--- config.mk ---
export PLATFORM = sky130hd
export DESIGN_NAME = fl
export DESIGN_NICKNAME = d
export VERILOG_FILES = /design/src/rtl/fl_pkg.sv /design/src/rtl/fl.sv
export SDC_FILE = /design/constraint.sdc
export NUM_CORES = 1
export LEC_CHECK = 0
export CELL_PAD_IN_SITES_DETAIL_PLACEMENT = 0
export CELL_PAD_IN_SITES_GLOBAL_PLACEMENT = 1
export CORE_MARGIN = 10
export CORE_UTILIZATION = 30
export DETAILED_ROUTE_END_ITERATION = 8
export PLACE_DENSITY = 0.57
export SLEW_MARGIN = 20
export SYNTH_ARGS = -nofsm -noshare
export SYNTH_HDL_FRONTEND = slang
export SYNTH_SLANG_ARGS = --single-unit
--- constraint.sdc ---
create_clock -name clock -period 2.28 [get_ports clock]
set_input_delay 0.228 -clock clock [delete_from_list [all_inputs] [get_ports clock]]
set_output_delay 0.228 -clock clock [all_outputs]
set_load 0.005 [all_outputs]
--- src/rtl/fl_pkg.sv ---
// Shared constants and helpers for the rename-stage free list.
// Default sizing of the physical/architectural register files.
package fl_pkg;

    localparam int FL_NUM_PR   = 64;
    localparam int FL_NUM_AR   = 32;
    localparam int FL_PR_WIDTH = 7;

    // Number of tags a buffer holding n free entries can hand out.
    function automatic logic [1:0] fl_min2(input logic [31:0] n);
        return (n >= 32'd2) ? 2'd2 : n[1:0];
    endfunction

endpackage

--- src/rtl/fl.sv ---
// Physical-register free list: circular buffer of free PR tags for a
// 2-wide rename stage, with retire-time reclaim and one-cycle squash.
//
// Ports:
//   clock, reset               posedge clock, synchronous active-high reset
//   rob_dispatch_num           tags allocated this cycle (0..2)
//   rob_retire_num             tags freed this cycle (0..2), slot 0 first
//   rob_told0, rob_told1       freed (old) tags
//   rob_mispredict             restore every in-flight allocation
//   fl_pr0, fl_pr1             tags at head and head+1
//   fl_avail_num               min(count, 2)
module fl
    import fl_pkg::*;
#(
    parameter int NUM_PR   = FL_NUM_PR,
    parameter int NUM_AR   = FL_NUM_AR,
    parameter int FL_DEPTH = NUM_PR - NUM_AR,
    parameter int PR_WIDTH = FL_PR_WIDTH
) (
    input  logic                clock,
    input  logic                reset,
    input  logic [1:0]          rob_dispatch_num,
    input  logic [1:0]          rob_retire_num,
    input  logic [PR_WIDTH-1:0] rob_told0,
    input  logic [PR_WIDTH-1:0] rob_told1,
    input  logic                rob_mispredict,
    output logic [PR_WIDTH-1:0] fl_pr0,
    output logic [PR_WIDTH-1:0] fl_pr1,
    output logic [1:0]          fl_avail_num
);

    localparam int PTR_W = $clog2(FL_DEPTH);
    localparam int CNT_W = PTR_W + 1;

    logic [PR_WIDTH-1:0] entries_q [FL_DEPTH];
    logic [PR_WIDTH-1:0] entries_d [FL_DEPTH];
    logic [PTR_W-1:0]    head_q, head_d;
    logic [PTR_W-1:0]    tail_q, tail_d;
    logic [CNT_W-1:0]    count_q, count_d;

    // Wrapped neighbours; pointer width gives the modulo for free.
    logic [PTR_W-1:0]    head_p1;
    logic [PTR_W-1:0]    tail_p1;

    assign head_p1 = head_q + PTR_W'(1);
    assign tail_p1 = tail_q + PTR_W'(1);

    // Outputs depend on registered state only.
    assign fl_pr0       = entries_q[head_q];
    assign fl_pr1       = entries_q[head_p1];
    assign fl_avail_num = fl_min2(32'(count_q));

    always_comb begin
        entries_d = entries_q;
        if (rob_retire_num >= 2'd1) begin
            entries_d[tail_q] = rob_told0;
        end
        if (rob_retire_num == 2'd2) begin
            entries_d[tail_p1] = rob_told1;
        end
        tail_d = tail_q + PTR_W'(rob_retire_num);

        if (rob_mispredict) begin
            // Everything between the retired tail and head goes back
            // to the free region; the dispatch request is dropped.
            head_d  = tail_d;
            count_d = CNT_W'(FL_DEPTH);
        end else begin
            head_d  = head_q + PTR_W'(rob_dispatch_num);
            count_d = count_q + CNT_W'(rob_retire_num)
                              - CNT_W'(rob_dispatch_num);
        end
    end

    always_ff @(posedge clock) begin
        if (reset) begin
            for (int i = 0; i < FL_DEPTH; i++) begin
                entries_q[i] <= PR_WIDTH'(NUM_AR + i);
            end
            head_q  <= '0;
            tail_q  <= '0;
            count_q <= CNT_W'(FL_DEPTH);
        end else begin
            entries_q <= entries_d;
            head_q    <= head_d;
            tail_q    <= tail_d;
            count_q   <= count_d;
        end
    end

    a_num_legal: assert property (@(posedge clock) disable iff (reset)
        rob_dispatch_num != 2'd3 && rob_retire_num != 2'd3);

    a_no_overalloc: assert property (@(posedge clock) disable iff (reset)
        rob_mispredict || rob_dispatch_num <= fl_avail_num);

    a_no_overfree: assert property (@(posedge clock) disable iff (reset)
        (int'(count_q) + int'(rob_retire_num)) <= FL_DEPTH);

endmodule
==> flow_summary.ini, run 1 <==
[outcome]
status = finished, violations left
violations = setup timing

[timing]
slew_violations = 0
finalCritPeriodShare = 1.36
tightest_slew_ps = 835
grt_setup_unrepaired = true
finalWorstSetupSlack_ps = -814
finalSetupViolCount = 14
max_freq_mhz = 323
hold_violations = 0
min_period_ps = 3090
hold_slack_ps = 108
relSlewSlack = 0.443
skew_ps = 13.1

[yosys]
synth_mux_area_frac = 0.378
seq_area_frac_synth = 0.304
netlist_instances = 1526
synth_adder_area_share = 0.0170
synth_nets = 1566
synth-compound-area-share = 0.0966
synth-seq-cells = 240
syn_area_per_cell_sq_um = 10.3
synthXorXnorAreaFrac = 0.00713
netlist_area_sq_um = 15800
synth_edf_count = 0
ys_warn_count = 0
synth_top_family_by_area = multiplexers
async_flop_share = 0
synth-main-ff-cell = dfxtp_1
ys_types = 58
synthSimpleGateAreaFrac = 0.149

[clock_tree]
clk_latency_ps = 590
clock_path_buffers = 3
hold_buffers = 0
numCtsBuffers = 30
clock_sinks = 240
cts_max_level = 1
cts.reportedPaths.clkPinSlew_ps = 60
cts_tree = yes
cts.root.buffer_cell = clkbuf_16

[critical_path]
r2r_slack_ps = 130
max_stage_delay_ps = 540
crit_top_cell = mux4_2
start_kind = flip-flop
crit_buf_inv = 4
criticalPathCategory = reg2out
cp-end-kind = primary output
critPathArrivalTime_ps = 2870
cp_slowest_cell = mux4_2
crit_start = head_q[0]
timing.rr.start = tail_q[1]
critical_path.top_delay_family = multiplexers
r2r_end = entries_q[34]
crit_end = fl_pr0[0]
worstSetupPathDepth = 7
cp.required_ps = 2050
crit_chain = buf_12 -> buf_16 -> buf_8 -> mux4_2 -> mux4_2 -> mux2_4 -> buf_6
crit_fanout = 7
reg2reg_depth = 6

[power]
switching_share = 0.295
peakVddDrop_mv = 0.611
power_frac_comb = 0.282
power_frac_seq = 0.330
powerDensity_nw_per_um2 = 647
p_sw_mw = 4.00
clockPowerShare = 0.388
p_int_mw = 9.53
leakagePower_nw = 8.05

[layout]
fill_cells = 5107
mostFrequentLayoutCell = dfxtp_1
nNetsFinal = 1791
layout_common_cells = dfxtp_1, buf_4, mux2i_1
drive_above_1_share = 0.386
n_antenna_cell = 0
synthToLayoutAreaGrowth_pct = 32.4

[routing]
wire_per_inst_um = 26.1
drc_errors = 0
detail-route-antenna-nets = 0
drtPass1Iterations = 5
routed_wl_mm = 64.4
drtIter0Drc = 1227
dr_total_vias = 13692
viasPerCell = 5.56

[job]
cap_viol_max_count = 0

[floorplan]
die_y_um = 249
initial_core_util = 0.302
fp-row-count = 84
dieArea_sq_um = 62200
ios = 37
die_width_um = 249
core_area_sq_um = 52300

[global_routing]
antenna_found_initial = 1
grt_usage = 0.200
grt_pass1_vias = 13694
grt_max_degree = 102
grt_pass1_wl_mm = 95.1
grt-ovfl-total = 0

[worst_hold_path]
worst_hold_path_type = in2reg

[placement]
globalplace.congestion = 0.932
place_ws_ps = -602
dpl.hpwl_mm = 43.3
io_buffers = 36
## power by group through the flow
| stage | Combinational, mW | Sequential (mW) | Clock, mW |
|---|---|---|---|
| 5_1_grt | 4.02 | 4.47 | 5.49 |
| 2_1_floorplan | 1.88 | 4.46 | 0 |
| 6_report | 3.81 | 4.46 | 5.25 |
| 3_3_place_gp | 3.18 | 4.54 | 0 |
| 3_5_place_dp | 3.21 | 4.54 | 0 |
| 4_1_cts | 3.73 | 4.45 | 5.33 |
## state kept, by name, indices dropped and copies added (netlist names)
| register | flops |
|---|---|
| head_q | 5 |
| entries_q | 224 |
| count_q | 6 |
| tail_q | 5 |
## how the worst min path moves through the flow
stage | cells after the start | slack (ps) | end | from
4_1_cts | 2 | 70 | tail_q[4] | reset
3_3_place_gp | 2 | 520 | entries_q[86] | entries_q[86]
3_5_place_dp | 2 | 510 | entries_q[34] | entries_q[34]
6_report | 2 | 110 | tail_q[0] | reset
5_1_grt | 2 | 120 | tail_q[0] | reset
2_1_floorplan | 2 | 410 | entries_q[34] | rob_told1[6]
## cell families after synthesis
kind of cell | after synthesis
flops | 240
fa+ha+maj | 19
xor+xnor | 12
buf+inv | 176
mux | 430
compound gates | 220
simple gates | 429
## area by class of cell
| cell class | instances | area (sq um) | share of cell area |
|---|---|---|---|
| flip-flops and latches | 240 | 4810 | 0.230 |
| clock inverters | 6 | 109 | 0.00521 |
| multi-input cells | 1110 | 10500 | 0.501 |
| repair buffers | 350 | 3590 | 0.172 |
| well taps | 688 | 861 | 0.0412 |
| inverters | 19 | 71.3 | 0.00341 |
| clock buffers | 50 | 978 | 0.0468 |
## repair_timing
item | CTS | global route
pin swaps | 10 | 11
gates resized for setup | 126 | 24
setup buffers | 37 | 2
cloned | 8 | 0
setup endpoints to repair | 56 | 18
## layer usage
layer	track usage	wire length (um)	up-vias
met5	0	12	-
li1	-	-	6139
met3	0.0296	3770	139
met1	0.253	26700	6899
met2	0.337	31100	513
met4	0.0786	2810	2
## Yosys cell counts, drive strengths merged, types with 7 or more instances
master,n,share of area
a211oi,97,0.046
a21oi,52,0.016
a221oi,7,0.0039
a311oi,16,0.0089
a32o,7,0.0044
buf,57,0.020
clkbuf,100,0.024
dfxtp,240,0.30
ha,15,0.012
inv,19,0.0045
mux2,73,0.052
mux2i,231,0.15
mux4,126,0.18
nand2,39,0.0093
nand2b,70,0.028
nand3,23,0.0073
nand3b,11,0.0052
nand4,7,0.0044
nand4b,9,0.0050
nor2,180,0.043
nor2b,7,0.0028
nor3,22,0.018
o21ai,22,0.0070
or2,46,0.018
xnor2,9,0.0050
## metrics by stage
stage | setup TNS [ps] | cells | total power, mW | utilization | cell area, sq um
2_1_floorplan | 0 | 1526 | 6.34 | - | 15800
3_3_place_gp | -14770 | 2369 | 7.72 | 0.363 | 19000
3_5_place_dp | -17080 | 2369 | 7.75 | 0.363 | 19000
4_1_cts | -10610 | 2463 | 13.5 | 0.398 | 20800
5_1_grt | -11070 | 2463 | 14.0 | 0.399 | 20900
6_report | -10560 | 2463 | 13.5 | 0.399 | 20900
(Power assumes the default switching activity.)
==> inputs of run 2 (changes only) <==
--- a/config.mk
+++ b/config.mk
@@ -10,8 +10,8 @@
 export CORE_MARGIN = 10
 export CORE_UTILIZATION = 30
 export DETAILED_ROUTE_END_ITERATION = 8
-export PLACE_DENSITY = 0.57
-export SLEW_MARGIN = 20
+export PLACE_DENSITY = 0.51
+export REMOVE_ABC_BUFFERS = 1
 export SYNTH_ARGS = -nofsm -noshare
 export SYNTH_HDL_FRONTEND = slang
 export SYNTH_SLANG_ARGS = --single-unit
==> flow_summary.ini, run 2 (synthesis results as in run 1) <==
[clock_tree]
clock_path_buffers = 3
clock_sinks = 240
cts_max_level = 1
cts.root.buffer_cell = clkbuf_16
cts.reportedPaths.clkPinSlew_ps = 70
clk_latency_ps = 600
numCtsBuffers = 31
cts_tree = yes

[layout]
mostFrequentLayoutCell = dfxtp_1
finish.instance_area_sq_um = 20600
nNetsFinal = 1770
final-seq-area_sq_um = 4810
multi_input_area_sq_um = 10500
regMostFlops = entries_q
largest_reg_flops = 224
utilization = 0.394
stdcell_count = 2444
layout_common_cells = dfxtp_1, mux2i_1, buf_4
synthToLayoutAreaGrowth_pct = 30.7
drive_above_1_share = 0.381
fill_cells = 5205
largestRegisters = entries_q (224), count_q (6)

[timing]
max_freq_mhz = 322
skew_ps = 13.8
finalCritPeriodShare = 1.36
slew_violations = 0
finalWorstSetupSlack_ps = -823
hold_violations = 0
finalSetupViolCount = 14
grt_setup_unrepaired = true
min_period_ps = 3100
relSlewSlack = 0.430
tightest_slew_ps = 854

[routing]
dr_total_vias = 13487
detail-route-antenna-nets = 0
drtPass1Iterations = 5
wire_per_inst_um = 26.4
viasPerCell = 5.52
routed_wl_mm = 64.5
drtIter0Drc = 1138
drc_errors = 0

[critical_path]
crit_buf_inv = 3
critical_path.top_delay_family = multiplexers
r2r_slack_ps = 130
max_stage_delay_ps = 550
cp.required_ps = 2050
criticalPathCategory = reg2out
cp_slowest_cell = mux4_2
crit_top_cell = mux4_2
crit_fanout = 8
crit_chain = buf_12 -> buf_16 -> mux4_2 -> mux4_2 -> mux2_4 -> buf_6
critPathArrivalTime_ps = 2870
start_kind = flip-flop
cp-end-kind = primary output

[job]
cap_viol_max_count = 0

[placement]
io_buffers = 36
place_ws_ps = -593
dpl.hpwl_mm = 44.4
placed_cells = 2363
globalplace.congestion = 0.901
placed_cell_area_sq_um = 19000

[floorplan]
core_area_sq_um = 52300
dieArea_sq_um = 62200
ios = 37
die_width_um = 249
die_y_um = 249
initial_core_util = 0.302
fp-row-count = 84

[power]
leakagePower_nw = 7.91
peakVddDrop_mv = 0.648
powerDensity_nw_per_um2 = 648
finalPower_mw = 13.4

[global_routing]
grt-ovfl-total = 0
antenna_found_initial = 0
grt_usage = 0.200
grt_pass1_wl_mm = 94.0
grt_pass1_vias = 13463
grt_max_degree = 89

[outcome]
status = finished, violations left
violations = setup timing

[worst_hold_path]
worst_hold_path_type = in2reg
run 2: cell types whose count changed in the layout (fill, tap and decap cells not counted), sizes merged:
cell / previous run / this run
bufbuf: 1 / 0
diode: 0 / 1
dlymetal6s2s: 1 / 0
bufinv: 3 / 4
dlygate4sd3: 0 / 1
clkinv: 3 / 8
inv: 19 / 22
clkdlybuf4s50: 19 / 18
buf: 328 / 307
clkbuf: 50 / 42
dlygate4sd2: 1 / 2
clkinvlp: 0 / 1
run 2: timing repair:
item,in CTS,in global routing
setup buffers,22,2
setup endpoints to repair,19,22
hold endpoints to repair,9,0
gates cloned,4,0
resized for setup,129,18
pin swaps,16,9
hold buffers,1,0
run 2: worst paths after layout:
check / start / end / cells after the start
min reg2reg: entries_q[86] / entries_q[86] / 2
max: head_q[0] / fl_pr0[6] / 6
max reg2reg: tail_q[3] / entries_q[109] / 7
min: rob_told1[2] / entries_q[149] / 3
run 2: tightest hold or removal path, delay by kind of cell:
family	cells	cell delay [ps]
AOI/OAI and AO/OA	1	50
buffers and inverters	1	250
and+or+nand+nor	1	150
run 2: metrics by stage:
| step | hold WS, ps | setup TNS [ps] |
|---|---|---|
| after global placement | 517 | -13720 |
| after global routing | 142 | -11650 |
| after detailed placement | 518 | -14180 |
| after floorplan | 299 | -130630 |
| after CTS | 136 | -10880 |
| final | 146 | -10790 |
run 2: routing by layer:
metal / vias to the layer above / GRT usage / share of wire
met3: 96 / 0.0393 / 0.056
met5: - / 0 / 0
met1: 6869 / 0.258 / 0.44
met4: 0 / 0.0525 / 0.028
li1: 6101 / - / -
met2: 421 / 0.336 / 0.48
run 2: cell type report:
type	count	share of cell area
multi-input cells	1110	0.507
flip-flops and latches	240	0.233
repair buffers	328	0.162
clock buffers	42	0.0425
well taps	688	0.0417
clock inverters	16	0.00976
inverters	19	0.00345
diodes	1	0.000121
run 2: report_power, final:
group,switching (mW),leakage (nW),total (mW),internal (mW)
Sequential,0.149,1.95,4.46,4.32
Combinational,1.81,5.43,3.62,1.82
Clock,2.13,0.534,5.28,3.15
==> inputs of run 3 (changes only) <==
--- a/config.mk
+++ b/config.mk
@@ -5,10 +5,12 @@
 export SDC_FILE = /design/constraint.sdc
 export NUM_CORES = 1
 export LEC_CHECK = 0
+export ABC_CLOCK_PERIOD_IN_PS = 2280
 export CELL_PAD_IN_SITES_DETAIL_PLACEMENT = 0
 export CELL_PAD_IN_SITES_GLOBAL_PLACEMENT = 1
 export CORE_MARGIN = 10
 export CORE_UTILIZATION = 30
+export CTS_CLUSTER_SIZE = 28
 export DETAILED_ROUTE_END_ITERATION = 8
 export PLACE_DENSITY = 0.51
 export REMOVE_ABC_BUFFERS = 1
==> results of run 3 <==
The final DEF is identical to that of run 2; final timing and power are the same.
